File: config.mk
export PLATFORM = sky130hd
export DESIGN_NAME = xram2_arb
export DESIGN_NICKNAME = d
export VERILOG_FILES = /design/src/rtl/xram2_arb_pkg.sv /design/src/rtl/xram2_arb_pick.sv /design/src/rtl/xram2_arb.sv
export SDC_FILE = /design/constraint.sdc
export NUM_CORES = 1
export LEC_CHECK = 0
export ABC_CLOCK_PERIOD_IN_PS = 5900
export BUFFER_PORTS_ARGS = -buffer_cell sky130_fd_sc_hd__clkbuf_2
export CAP_MARGIN = 20
export CELL_PAD_IN_SITES_DETAIL_PLACEMENT = 0
export CELL_PAD_IN_SITES_GLOBAL_PLACEMENT = 2
export CORE_UTILIZATION = 17
export DETAILED_ROUTE_END_ITERATION = 12
export PLACE_DENSITY_LB_ADDON = 0.12
export SETUP_SLACK_MARGIN = 0.02
export SYNTH_ARGS = -nofsm -noshare
export SYNTH_HDL_FRONTEND = slang
export SYNTH_SLANG_ARGS = --single-unit
File: constraint.sdc
create_clock -name clka -period 5.9 [get_ports clka]
set_clock_uncertainty 0.15 [all_clocks]
set_input_delay 1.18 -clock clka [delete_from_list [all_inputs] [get_ports clka]]
set_output_delay 1.18 -clock clka [all_outputs]
set_load 0.005 [all_outputs]
File: src/rtl/xram2_arb_pkg.sv
// Shared types and constants for the port-B arbiter of the dual-port xram.
package xram2_arb_pkg;

  // Largest supported requester count; sizes the id field of the read tag.
  localparam int MAX_REQ = 8;

  // Ceiling log2 with a floor of 1 so a 1-bit id is always available.
  function automatic int clog2(input int value);
    int width;
    width = 1;
    for (int i = 1; i < 32; i++) begin
      if ((1 << i) < value) begin
        width = i + 1;
      end
    end
    return width;
  endfunction

  localparam int TAG_ID_W = clog2(MAX_REQ);

  // One slot of the read-latency shift pipe.
  typedef struct packed {
    logic                valid;
    logic [TAG_ID_W-1:0] id;
  } rd_tag_t;

  localparam rd_tag_t TAG_RESET     = '0;
  localparam logic    RAM_RST_VALUE = 1'b0;

endpackage

File: src/rtl/xram2_arb_pick.sv
// Combinational rotate-priority picker: first set request after 'last', wrapping.
module rr_pick
  import xram2_arb_pkg::*;
#(
  parameter int N   = 4,
  parameter int IDW = 2
) (
  input  logic [N-1:0]   req_i,
  input  logic [IDW-1:0] last_i,
  output logic [N-1:0]   gnt_o,
  output logic [IDW-1:0] idx_o,
  output logic           any_o
);

  logic [IDW-1:0] candIdx;

  // Walk the requesters starting just past the previous winner and keep the first hit.
  always_comb begin
    gnt_o   = '0;
    idx_o   = '0;
    any_o   = 1'b0;
    candIdx = '0;
    for (int k = 1; k <= N; k++) begin
      candIdx = IDW'((int'(last_i) + k) % N);
      if (!any_o && req_i[candIdx]) begin
        any_o          = 1'b1;
        gnt_o[candIdx] = 1'b1;
        idx_o          = candIdx;
      end
    end
  end

endmodule

File: src/rtl/xram2_arb.sv
// Round-robin arbiter and read-response router for port B of the xram.
// Optional feature: define XRAM2_ARB_FIXED_PRIO_EN to give requester 0 absolute
// priority, with requesters 1..NUM_REQ-1 rotating among themselves.
module xram2_arb
  import xram2_arb_pkg::*;
#(
  parameter int NUM_REQ = 4,
  parameter int ADDR_W  = 10,
  parameter int DATA_W  = 32,
  parameter int RD_LAT  = 1
) (
  input  logic                       clka,
  input  logic                       rstn,
  input  logic [NUM_REQ-1:0]         req_valid,
  output logic [NUM_REQ-1:0]         req_ready,
  input  logic [NUM_REQ-1:0]         req_we,
  input  logic [NUM_REQ*ADDR_W-1:0]  req_addr,
  input  logic [NUM_REQ*DATA_W-1:0]  req_wdata,
  output logic [NUM_REQ-1:0]         rsp_valid,
  output logic [DATA_W-1:0]          rsp_rdata,
  output logic                       ram_en,
  output logic                       ram_we,
  output logic [ADDR_W-1:0]          ram_addr,
  output logic [DATA_W-1:0]          ram_din,
  output logic                       ram_regce,
  output logic                       ram_rst,
  input  logic [DATA_W-1:0]          ram_dout
);

  localparam int              ID_W       = clog2(NUM_REQ);
  localparam logic [ID_W-1:0] LAST_RESET = ID_W'(NUM_REQ - 1);

  logic [ID_W-1:0]    last_q;
  logic [ID_W-1:0]    last_d;
  logic [NUM_REQ-1:0] pickReq;
  logic [NUM_REQ-1:0] pickGnt;
  logic [ID_W-1:0]    pickIdx;
  logic               pickAny;
  logic [NUM_REQ-1:0] gnt;
  logic [ID_W-1:0]    winIdx;
  logic               accept;
  logic               selWe;
  rd_tag_t            tag_d;
  rd_tag_t            tag_q [RD_LAT];

`ifdef XRAM2_ARB_FIXED_PRIO_EN
  assign pickReq = req_valid & ~NUM_REQ'(1);
`else
  assign pickReq = req_valid;
`endif

  rr_pick #(
    .N   (NUM_REQ),
    .IDW (ID_W)
  ) u_pick (
    .req_i  (pickReq),
    .last_i (last_q),
    .gnt_o  (pickGnt),
    .idx_o  (pickIdx),
    .any_o  (pickAny)
  );

  // Choose this cycle's winner; requester 0 may pre-empt the rotating picker.
  always_comb begin
    gnt    = '0;
    winIdx = '0;
    accept = 1'b0;
    last_d = last_q;
`ifdef XRAM2_ARB_FIXED_PRIO_EN
    if (req_valid[0]) begin
      gnt[0] = 1'b1;
      accept = 1'b1;
    end else if (pickAny) begin
      gnt    = pickGnt;
      winIdx = pickIdx;
      accept = 1'b1;
      last_d = pickIdx;
    end
`else
    if (pickAny) begin
      gnt    = pickGnt;
      winIdx = pickIdx;
      accept = 1'b1;
      last_d = pickIdx;
    end
`endif
  end

  // Steer the winner's fields onto port B; zero when nobody is granted.
  always_comb begin
    selWe    = 1'b0;
    ram_addr = '0;
    ram_din  = '0;
    for (int i = 0; i < NUM_REQ; i++) begin
      if (gnt[i]) begin
        selWe    = req_we[i];
        ram_addr = req_addr[i*ADDR_W +: ADDR_W];
        ram_din  = req_wdata[i*DATA_W +: DATA_W];
      end
    end
  end

  assign req_ready = gnt;
  assign ram_en    = accept;
  assign ram_we    = selWe;
  assign ram_rst   = RAM_RST_VALUE;
  assign rsp_rdata = ram_dout;

  assign tag_d.valid = accept & ~selWe;
  assign tag_d.id    = TAG_ID_W'(winIdx);

  // Round-robin pointer: remembers the last rotating winner.
  always_ff @(posedge clka or negedge rstn) begin
    if (!rstn) begin
      last_q <= LAST_RESET;
    end else begin
      last_q <= last_d;
    end
  end

  // Read tags ride a shift pipe matching the RAM latency; reset drops them.
  always_ff @(posedge clka or negedge rstn) begin
    if (!rstn) begin
      for (int i = 0; i < RD_LAT; i++) begin
        tag_q[i] <= TAG_RESET;
      end
    end else begin
      tag_q[0] <= tag_d;
      for (int i = 1; i < RD_LAT; i++) begin
        tag_q[i] <= tag_q[i-1];
      end
    end
  end

  // Decode the tag leaving the pipe into a one-hot response strobe.
  always_comb begin
    rsp_valid = '0;
    for (int i = 0; i < NUM_REQ; i++) begin
      rsp_valid[i] = tag_q[RD_LAT-1].valid && (tag_q[RD_LAT-1].id == TAG_ID_W'(i));
    end
  end

  generate
    if (RD_LAT >= 2) begin : gRegcePipe
      assign ram_regce = tag_q[RD_LAT-2].valid;
    end else begin : gRegceAlive
      logic alive_q;
      // Without an output register the enable just stays on once out of reset.
      always_ff @(posedge clka or negedge rstn) begin
        if (!rstn) begin
          alive_q <= 1'b0;
        end else begin
          alive_q <= 1'b1;
        end
      end
      assign ram_regce = alive_q;
    end
  endgenerate

endmodule
==> results.yml <==
logic_synthesis:
  postSynthCellCount: 335
  synth_enable_flop_cells: 0
  post_synth_most_frequent_cells: "nand2_1 (53), nor2_1 (52), a221oi_2 (40), o31ai_2 (40), buf_4 (39)"
  postSynth.asyncResetShare_pct: 100
  synth.area.top_cells: "a221oi_2 (21%), o31ai_2 (17%), buf_4 (10%)"
  synth_top_area_cell: "a221oi_2"
  synth-warning-count: 0
  synth_nets: 550
  synthDistinctLibCells: 53
  syn_area_per_cell_um2: 8.62
  ys.flop_type: "dfrtp_1"
  synth_sequential_area_ratio_pct: 7.02
  netlist.area_leader.share_pct: 20.8
  post-synth-top-count-cell: "nand2_1"
  synth_cell_area_um2: 2890
  postSynthRegisterBits: 8
sta:
  worst_slack_ns: 0.545
  layout_worst_path_cycle_share_pct: 90.8
  totalNegativeSetupSlack_ns: 0
  timing_worst_slew_pin_value_ns: 0.621
  maxSlewViolCount: 0
  finalHoldViolCount: 0
  timing.hold.ws_ns: 0.390
  grt_setup_unrepaired: "false"
  max_freq_mhz: 187
  relSlewSlack_pct: 58.0
  period_needed_ns: 5.36
  number_of_failing_setup_endpoints_in_the_final_timing_report: 0
grt:
  grt_pass1_wl_um: 18800
  antenna_found_initial: 0
  gr-total-overflow: 0
  first_global_vias: 3166
  pin_count_of_the_biggest_net_entering_global_routing: 65
  gr-usage-all-layers_pct: 13.5
floorplanning:
  die-area_um2: 17500
  fp.dieW_um: 132
  starting_density_of_the_core_pct: 17.4
  placement_rows: 47
  die_height_um: 132
  floorplan.core_area_um2: 16600
  io-pin-count: 296
layout:
  multi_input_area_um2: 2190
  area.sequential_um2: 203
  insertedDiodeCount: 0
  layout.cell_area.non_filler_um2: 4040
  proportion_of_layout_cells_with_a_drive_suffix_above_1_pct: 67.8
  design.final.nets: 729
  syn2layout_area_growth_pct: 39.8
  fill_cells: 1899
clock_tree:
  h-tree-depth: 1
  path_clk_slew_ns: 0.04
  clock_path_buffers: 2
  clk-insertion-delay-late_ns: 0.23
  postCtsSetupRepairBufs: 0
  cts_resized: 0
  hold_buffers: 0
  tritoncts: "done"
  numCtsBuffers: 3
  numClockSinks: 8
  root_buffer_selected_by_cts: "clkbuf_16"
flow_run:
  max_cap_violations: 0
drt:
  initialDrtViolationCount: 112
  ant_nets: 0
  detail_route.first_pass.iterations: 4
  drc: 0
  routedWlPerCell_um: 17.4
  vias: 3269
  wirelength_um: 12700
  vias_per_cell: 4.46
worst_setup_path:
  path_delay_family: "compound AO/OA/AOI/OAI gates"
  worst_setup_path_start_kind: "register"
  path_class: "register to primary output"
  timing.critical_path.arrival_ns: 4.03
  path_max_fanout: 22
  max_stage_delay_ns: 0.67
  timing.critical_path.required_ns: 4.57
  worstPathCellList: "inv_1 -> ha_1 -> mux4_1 -> a21boi_0 -> nand2_1 -> nand3_2 -> a31o_4 -> buf_4 -> a221oi_1 -> o31ai_1 -> clkbuf_2"
  worst-path-buf-inv: 3
  cpMaxStageDelayCell: "dfstp_2"
  worstSetupEndpointType: "primary output"
status:
  status: "completed"
place:
  numPortBuffers: 230
  detailedPlacementHpwl_um: 9970
  gpl.final_weighted_congestion: 0.829
  detailedPlace.worstSlack_ns: 0.564
  placed_instance_area_um2: 3960
power:
  vdd_ir_drop_max_v: 0.000364
  leakage_nw: 1.94
  power.density_nw_per_um2: 928
min_path:
  worst_hold_path_type: "register to register"
state kept, by name (all words and copies together) (netlist names):
| register | count |
|---|---|
| tag_q | 4 |
| ram_regce | 1 |
| last_q | 3 |
stage by stage:
| step | instances | total power, mW | utilization, % |
|---|---|---|---|
| 4_1_cts | 733 | 3.84 | 24.4 |
| 3_5_place_dp | 729 | 3.72 | 23.9 |
| 6_report | 733 | 3.75 | 24.4 |
| 5_1_grt | 733 | 4.09 | 24.4 |
| 2_1_floorplan | 335 | 2.64 | - |
| 3_3_place_gp | 729 | 3.71 | 23.9 |
where the power goes:
group / leakage (nW) / switching (mW) / internal, mW / total, mW
registers: 0.0922 / 0.0273 / 0.0887 / 0.116
logic: 1.81 / 1.95 / 1.57 / 3.52
clock network: 0.0382 / 0.0261 / 0.0900 / 0.116
total: 1.94 / 2.00 / 1.75 / 3.75
worst paths after layout:
| kind | startpoint | to | slack (ns) | cells past startpoint |
|---|---|---|---|---|
| max | last_q[1]$_DFFE_PN1P_ | ram_din[31] | 0.54 | 11 |
| max reg2reg | last_q[1]$_DFFE_PN1P_ | tag_q[32]$_DFF_PN0_ | 2.16 | 10 |
| max in group asynchronous | rstn | last_q[0]$_DFFE_PN1P_ | 4.71 | 1 |
| min | last_q[30]$_DFFE_PN0P_ | last_q[30]$_DFFE_PN0P_ | 0.39 | 1 |
| min reg2reg | last_q[30]$_DFFE_PN0P_ | last_q[30]$_DFFE_PN0P_ | 0.39 | 1 |
| min in group asynchronous | rstn | tag_q[30]$_DFF_PN0_ | 0.64 | 1 |
area by class of cell:
cell class | instances | area share, %
multi-input combinational | 255 | 54.3
timing repair buffer | 240 | 31.3
tap | 220 | 6.81
sequential | 8 | 5.02
clock buffer | 4 | 1.95
inverter | 6 | 0.619
cells by family after synthesis:
group           count (synthesis)  synth area share [%]
compound gates                107                  46.1
xor+xnor                        1                 0.303
fa+ha+maj                       5                  2.17
buf+inv                        72                  17.6
flops                           8                  7.02
mux                            11                  6.06
other cells                     2                 0.260
simple gates                  129                  20.4
routing by layer:
metal	vias to the layer above	global-route usage, %	routed length, um	part of all wire [%]
li1	1588	-	-	-
met5	-	0	0	0
met2	163	25.8	6650	52
met4	0	1.98	121	0.95
met3	10	1.61	724	5.7
met1	1508	16.3	5250	41
worst register-to-register path, delay by kind of cell, from the launching register on:
kind                       cells  cell delay [ns]
DFF                            1             0.67
AOI/OAI and AO/OA              2             0.20
muxes                          1             0.71
buffers and inverters          3             0.75
adders and majority gates      1             0.46
and+or+nand+nor                3             0.67
placed cells by master (no fill, tap or decap), types with 3 or more instances in the layout:
cell / synthesis / routed
mux2_2: 6 / 6
o211ai_1: 3 / 3
buf_12: 0 / 3
clkbuf_2: 0 / 230
a221oi_2: 40 / 40
nand2_1: 53 / 53
inv_1: 5 / 5
dfrtp_1: 6 / 6
nor2_1: 52 / 52
o31ai_2: 40 / 40
ha_1: 5 / 5
buf_4: 39 / 7
clkbuf_16: 0 / 3
No activity file was read; power rests on OpenSTA's default activity.
